[src/rtl/adc16_rx.sv]
// adc16_rx: periodic reader for a 16-bit SPI ADC. Each frame drops cs_n, issues
// 16 sclk rises (capturing sdi MSB first) and presents the word with a one-cycle dout_valid.
module adc16_rx #(
   parameter int SCLK_DIV      = 2,
   parameter int SAMPLE_PERIOD = 100
) (
   input  logic        clk,
   input  logic        sysrst,
   input  logic        run,
   input  logic        sdi,
   output logic        sclk,
   output logic        cs_n,
   output logic [15:0] dout,
   output logic        dout_valid,
   output logic        busy
);
   localparam int PW = $clog2(SAMPLE_PERIOD);

   localparam logic [2:0] IDLE  = 3'd0;
   localparam logic [2:0] SETUP = 3'd1;
   localparam logic [2:0] SHIFT = 3'd2;
   localparam logic [2:0] DONE  = 3'd3;
   localparam logic [2:0] WAIT  = 3'd4;

   localparam logic [7:0]    DIV_LAST = 8'(SCLK_DIV - 1);
   localparam logic [PW-1:0] PER_LAST = PW'(SAMPLE_PERIOD - 1);

   logic [2:0]    state_q, state_d;
   logic [PW-1:0] per_q, per_d;
   logic [7:0]    div_q, div_d;
   logic [4:0]    hcnt_q, hcnt_d;
   logic [15:0]   shreg_q, shreg_d;
   logic [15:0]   dout_q, dout_d;
   logic          sclk_q, sclk_d;
   logic          cs_n_q, cs_n_d;
   logic          valid_q, valid_d;
   logic          busy_q, busy_d;
   logic          per_wrap, div_tick;

   always_comb begin
      per_wrap = (per_q == PER_LAST);
      div_tick = (div_q == DIV_LAST);
      state_d  = state_q;
      per_d    = per_wrap ? '0 : per_q + PW'(1);
      div_d    = div_tick ? '0 : div_q + 8'd1;
      hcnt_d   = hcnt_q;
      shreg_d  = shreg_q;
      sclk_d   = sclk_q;
      dout_d   = dout_q;
      valid_d  = 1'b0;
      case (state_q)
         IDLE: begin
            per_d  = '0;
            div_d  = '0;
            hcnt_d = '0;
            sclk_d = 1'b0;
            if (run) state_d = SETUP;
         end
         SETUP: begin
            // first sclk rise doubles as the capture of bit 15
            if (div_tick) begin
               sclk_d  = 1'b1;
               shreg_d = {shreg_q[14:0], sdi};
               hcnt_d  = 5'd1;
               state_d = SHIFT;
            end
         end
         SHIFT: begin
            if (div_tick) begin
               sclk_d = ~sclk_q;
               hcnt_d = hcnt_q + 5'd1;
               if (!sclk_q) shreg_d = {shreg_q[14:0], sdi};
               if (hcnt_q == 5'd31) state_d = DONE;
            end
         end
         DONE: begin
            div_d   = '0;
            dout_d  = shreg_q;
            valid_d = 1'b1;
            if (run) begin
               state_d = WAIT;
            end else begin
               state_d = IDLE;
               per_d   = '0;
            end
         end
         WAIT: begin
            div_d  = '0;
            hcnt_d = '0;
            sclk_d = 1'b0;
            if (!run) begin
               state_d = IDLE;
               per_d   = '0;
            end else if (per_wrap) begin
               state_d = SETUP;
            end
         end
         default: state_d = IDLE;
      endcase
      cs_n_d = !(state_d == SETUP || state_d == SHIFT || state_d == DONE);
      // busy stays up through the cycle dout_valid is presented
      busy_d = !cs_n_d || (state_q == DONE);
   end

   always_ff @(posedge clk or negedge sysrst) begin
      if (!sysrst) begin
         state_q <= IDLE;
         per_q   <= '0;
         div_q   <= '0;
         hcnt_q  <= '0;
         shreg_q <= '0;
         dout_q  <= '0;
         sclk_q  <= 1'b0;
         cs_n_q  <= 1'b1;
         valid_q <= 1'b0;
         busy_q  <= 1'b0;
      end else begin
         state_q <= state_d;
         per_q   <= per_d;
         div_q   <= div_d;
         hcnt_q  <= hcnt_d;
         shreg_q <= shreg_d;
         dout_q  <= dout_d;
         sclk_q  <= sclk_d;
         cs_n_q  <= cs_n_d;
         valid_q <= valid_d;
         busy_q  <= busy_d;
      end
   end

   assign sclk       = sclk_q;
   assign cs_n       = cs_n_q;
   assign dout       = dout_q;
   assign dout_valid = valid_q;
   assign busy       = busy_q;
endmodule

[config.mk]
export PLATFORM = sky130hd
export DESIGN_NAME = adc16_rx
export DESIGN_NICKNAME = d
export VERILOG_FILES = /design/src/rtl/adc16_rx.sv
export SDC_FILE = /design/constraint.sdc
export NUM_CORES = 1
export LEC_CHECK = 0
export ABC_AREA = 1
export CAP_MARGIN = 10
export CORE_ASPECT_RATIO = 0.7
export CORE_MARGIN = 2
export CORE_UTILIZATION = 51
export DETAILED_ROUTE_END_ITERATION = 6
export GPL_ROUTABILITY_DRIVEN = 0
export PLACE_DENSITY = 0.73
export RECOVER_POWER = 25
export SETUP_SLACK_MARGIN = 0.3
export SLEW_MARGIN = 20
export SYNTH_ARGS = -nofsm -noshare
export SYNTH_HDL_FRONTEND = slang
export SYNTH_SLANG_ARGS = --single-unit
export TNS_END_PERCENT = 100
[constraint.sdc]
create_clock -name clk -period 1.3 [get_ports clk]
set_clock_uncertainty 0.1 [all_clocks]
set_input_delay 0.26 -clock clk [delete_from_list [all_inputs] [get_ports clk]]
set_output_delay 0.26 -clock clk [all_outputs]
set_load 0.01 [all_outputs]
==> results.ini <==
[status]
outcome=finished, violations left
violations=negative setup slack

[layout]
antenna_cells=0
utilization_pct=81.8
final_nets=391
area_growth_syn_to_layout_pct=56.4
drive_above_1_share_pct=60.7
final_cells=459

[yosys]
ys_types=31
synth-main-ff-cell=dfrtp_1
ys_ff_latch=59
ys_seq_area_share_pct=54.6
yosys-top-cells-count=58 x dfrtp_1, 58 x nand2_1, 33 x inv_1
ys_warn_count=0
yosysTopAreaCellShare_pct=53.6
syn_inst=286
async_flop_share_pct=100
syn-cell-area_um2=2710
synth-edff-count=0
synth_fp_nets=295
synth_top_area_cell=dfrtp_1
synth_area_leaders=dfrtp_1 54%, nand2_1 8.0%, o21ai_2 5.5%
avgSynthCellArea_um2=9.46

[grt]
grt-ovfl-total=0
grt_usage_pct=23.8
grt_pass1_wl_mm=10.8
grt_start_max_net_pins=60
grt_pass1_vias=2227
antenna_found_initial=0

[routing]
ant_nets=0
viasPerCell=5.05
totalWireLength_mm=7.50
drtIter0Drc=107
wl_per_cell_um=16.3
vias=2318
dr.pass1.iters=4
drc=0

[sta]
rsz0062_at_grt=true
hold_violations=0
final_max_slew_viol_count=0
fmax_mhz=681
slew_headroom_pct=63.6
tightest_slew_ns=0.545
fin_ws_ns=-0.168
period_share_pct=113
setup_viol=57
fin_crit_ns=1.47

[worst_setup_path]
cp_common_cell=nand3_4
cpMaxStageDelayCell=dfrtp_1
critical_path_class=register to register
crit_chain=ha_4 -> nand3_4 -> nor2_8 -> nand3_4 -> buf_12 -> nand2_1 -> o21ai_2
arrival_ns=1.61
cpPeakStageDelay_ns=0.45
start_kind=register
critPathMaxFanout=11
cp.required_ns=1.44
end_kind=register

[clock_tree]
h-tree-depth=3
clk_pin_slew_ns=0.07
cts_tree=built
cts_root_buf=clkbuf_8
cts_sinks=59
cts_buffers=9
insertion_delay_ns=0.34
clockBufferDepth=2

[placement]
dp_cells=409
io_buffer_count=23
dp_hpwl_mm=3.69

[die]
dieWidth_um=91.1
start_util_pct=52.3
core_area_um2=5170
dieArea_um2=5910
rows=22
die_h_um=64.9
pin_count=24

[power_and_ir_drop]
leakage_nw=2.06
vdd_drop_max_mv=1.50
power_density_nw_per_um2=2240

[run]
maxCapViolCount=0

[hold_path]
hold_class=primary input to register

final timing paths:
path | from | end | slack (ns) | cells past startpoint
max | div_q[0] | shreg_q[14] | -0.17 | 7
min | sdi | shreg_q[0] | 0.39 | 3
max reg2reg | div_q[0] | shreg_q[14] | -0.17 | 7
min reg2reg | shreg_q[11] | shreg_q[11] | 0.39 | 2
max in group asynchronous | sysrst | state_q[1] | 0.24 | 3
min in group asynchronous | sysrst | div_q[4] | 0.43 | 3
layer usage:
layer,vias up,GRT usage [%],wire [um],part of all wire [%]
li1,1092,-,-,-
met5,-,0,0,0
met2,69,38.3,3820,51
met4,0,7.20,52,0.69
met3,8,6.98,374,5.0
met1,1149,31.4,3250,43
stage by stage:
stage,area [um2],power [mW],hold slack [ns],worst slack [ns],TNS [ns]
final,4230,9.49,0.390,-0.168,-5.04
after global routing,4230,9.97,0.398,-0.216,-7.41
after CTS,3900,8.60,0.367,-0.132,-2.66
after detailed placement,3340,5.90,0.192,-0.195,-3.58
after global placement,3340,5.81,0.190,-0.134,-2.58
after floorplan,2790,4.61,-0.136,-0.0985,-1.47
layout by cell type (no fill, tap or decap), drive strengths merged:
| cell | Yosys | final |
|---|---|---|
| dlygate4sd3 | 0 | 1 |
| dfstp | 1 | 1 |
| nand3 | 14 | 14 |
| nand4 | 2 | 2 |
| inv | 38 | 37 |
| nor2 | 30 | 30 |
| bufinv | 0 | 2 |
| xnor2 | 1 | 1 |
| a31o | 1 | 1 |
| a21oi | 4 | 4 |
| xor2 | 6 | 6 |
| nor3b | 1 | 1 |
| nand3b | 1 | 1 |
| dfrtp | 58 | 58 |
| nand2 | 79 | 79 |
| nor3 | 4 | 4 |
| ha | 5 | 5 |
| clkbuf | 0 | 13 |
| clkinv | 1 | 4 |
| o21ai | 34 | 34 |
| clkdlybuf4s50 | 0 | 2 |
| buf | 6 | 87 |
cell type report:
cell class	count	area, um2
clock inverter	4	73.8
timing repair buffer	91	838
clock buffer	12	145
sequential	59	1480
multi-input combinational	182	1440
tap	72	90.1
fill	301	943
inverter	39	164
repair_timing:
item | CTS | global route
cloned | 4 | 0
endpoints found under the hold margin | 58 | 0
pin swaps | 26 | 17
resized for setup | 167 | 48
hold buffers | 1 | 0
setup endpoints to repair | 79 | 79
buffers inserted | 9 | 20
cell families (layout without fill, tap and decap cells):
logic type / after synthesis / count (layout) / synth area share (%)
AND/OR/NAND/NOR: 131 / 131 / 23.5
XOR/XNOR: 7 / 7 / 2.27
AO/OA/AOI/OAI: 39 / 39 / 9.85
adder cells (fa/ha/maj): 5 / 5 / 2.31
buffers and inverters: 45 / 146 / 7.49
flip-flops: 59 / 59 / 54.6
worst max-delay path: cells and delay by family (launching register included):
kind,cells,cell delay [ns]
AND/OR/NAND/NOR,4,0.40
flip-flops,1,0.45
adder cells (fa/ha/maj),1,0.19
AO/OA/AOI/OAI,1,0.05
buffers and inverters,1,0.17
sequential cells by signal, summed over array words and instances, names as in the netlist:
name / count
dout: 16
hcnt_q: 5
busy: 1
sclk: 1
shreg_q: 16
div_q: 8
dout_valid: 1
state_q: 3
cs_n: 1
per_q: 7
power breakdown:
group	switching (mW)	total (mW)	internal [mW]
logic	2.58	4.85	2.27
registers	0.412	2.75	2.34
clock network	0.757	1.89	1.13
total	3.75	9.49	5.74
(Power assumes the default switching activity.)
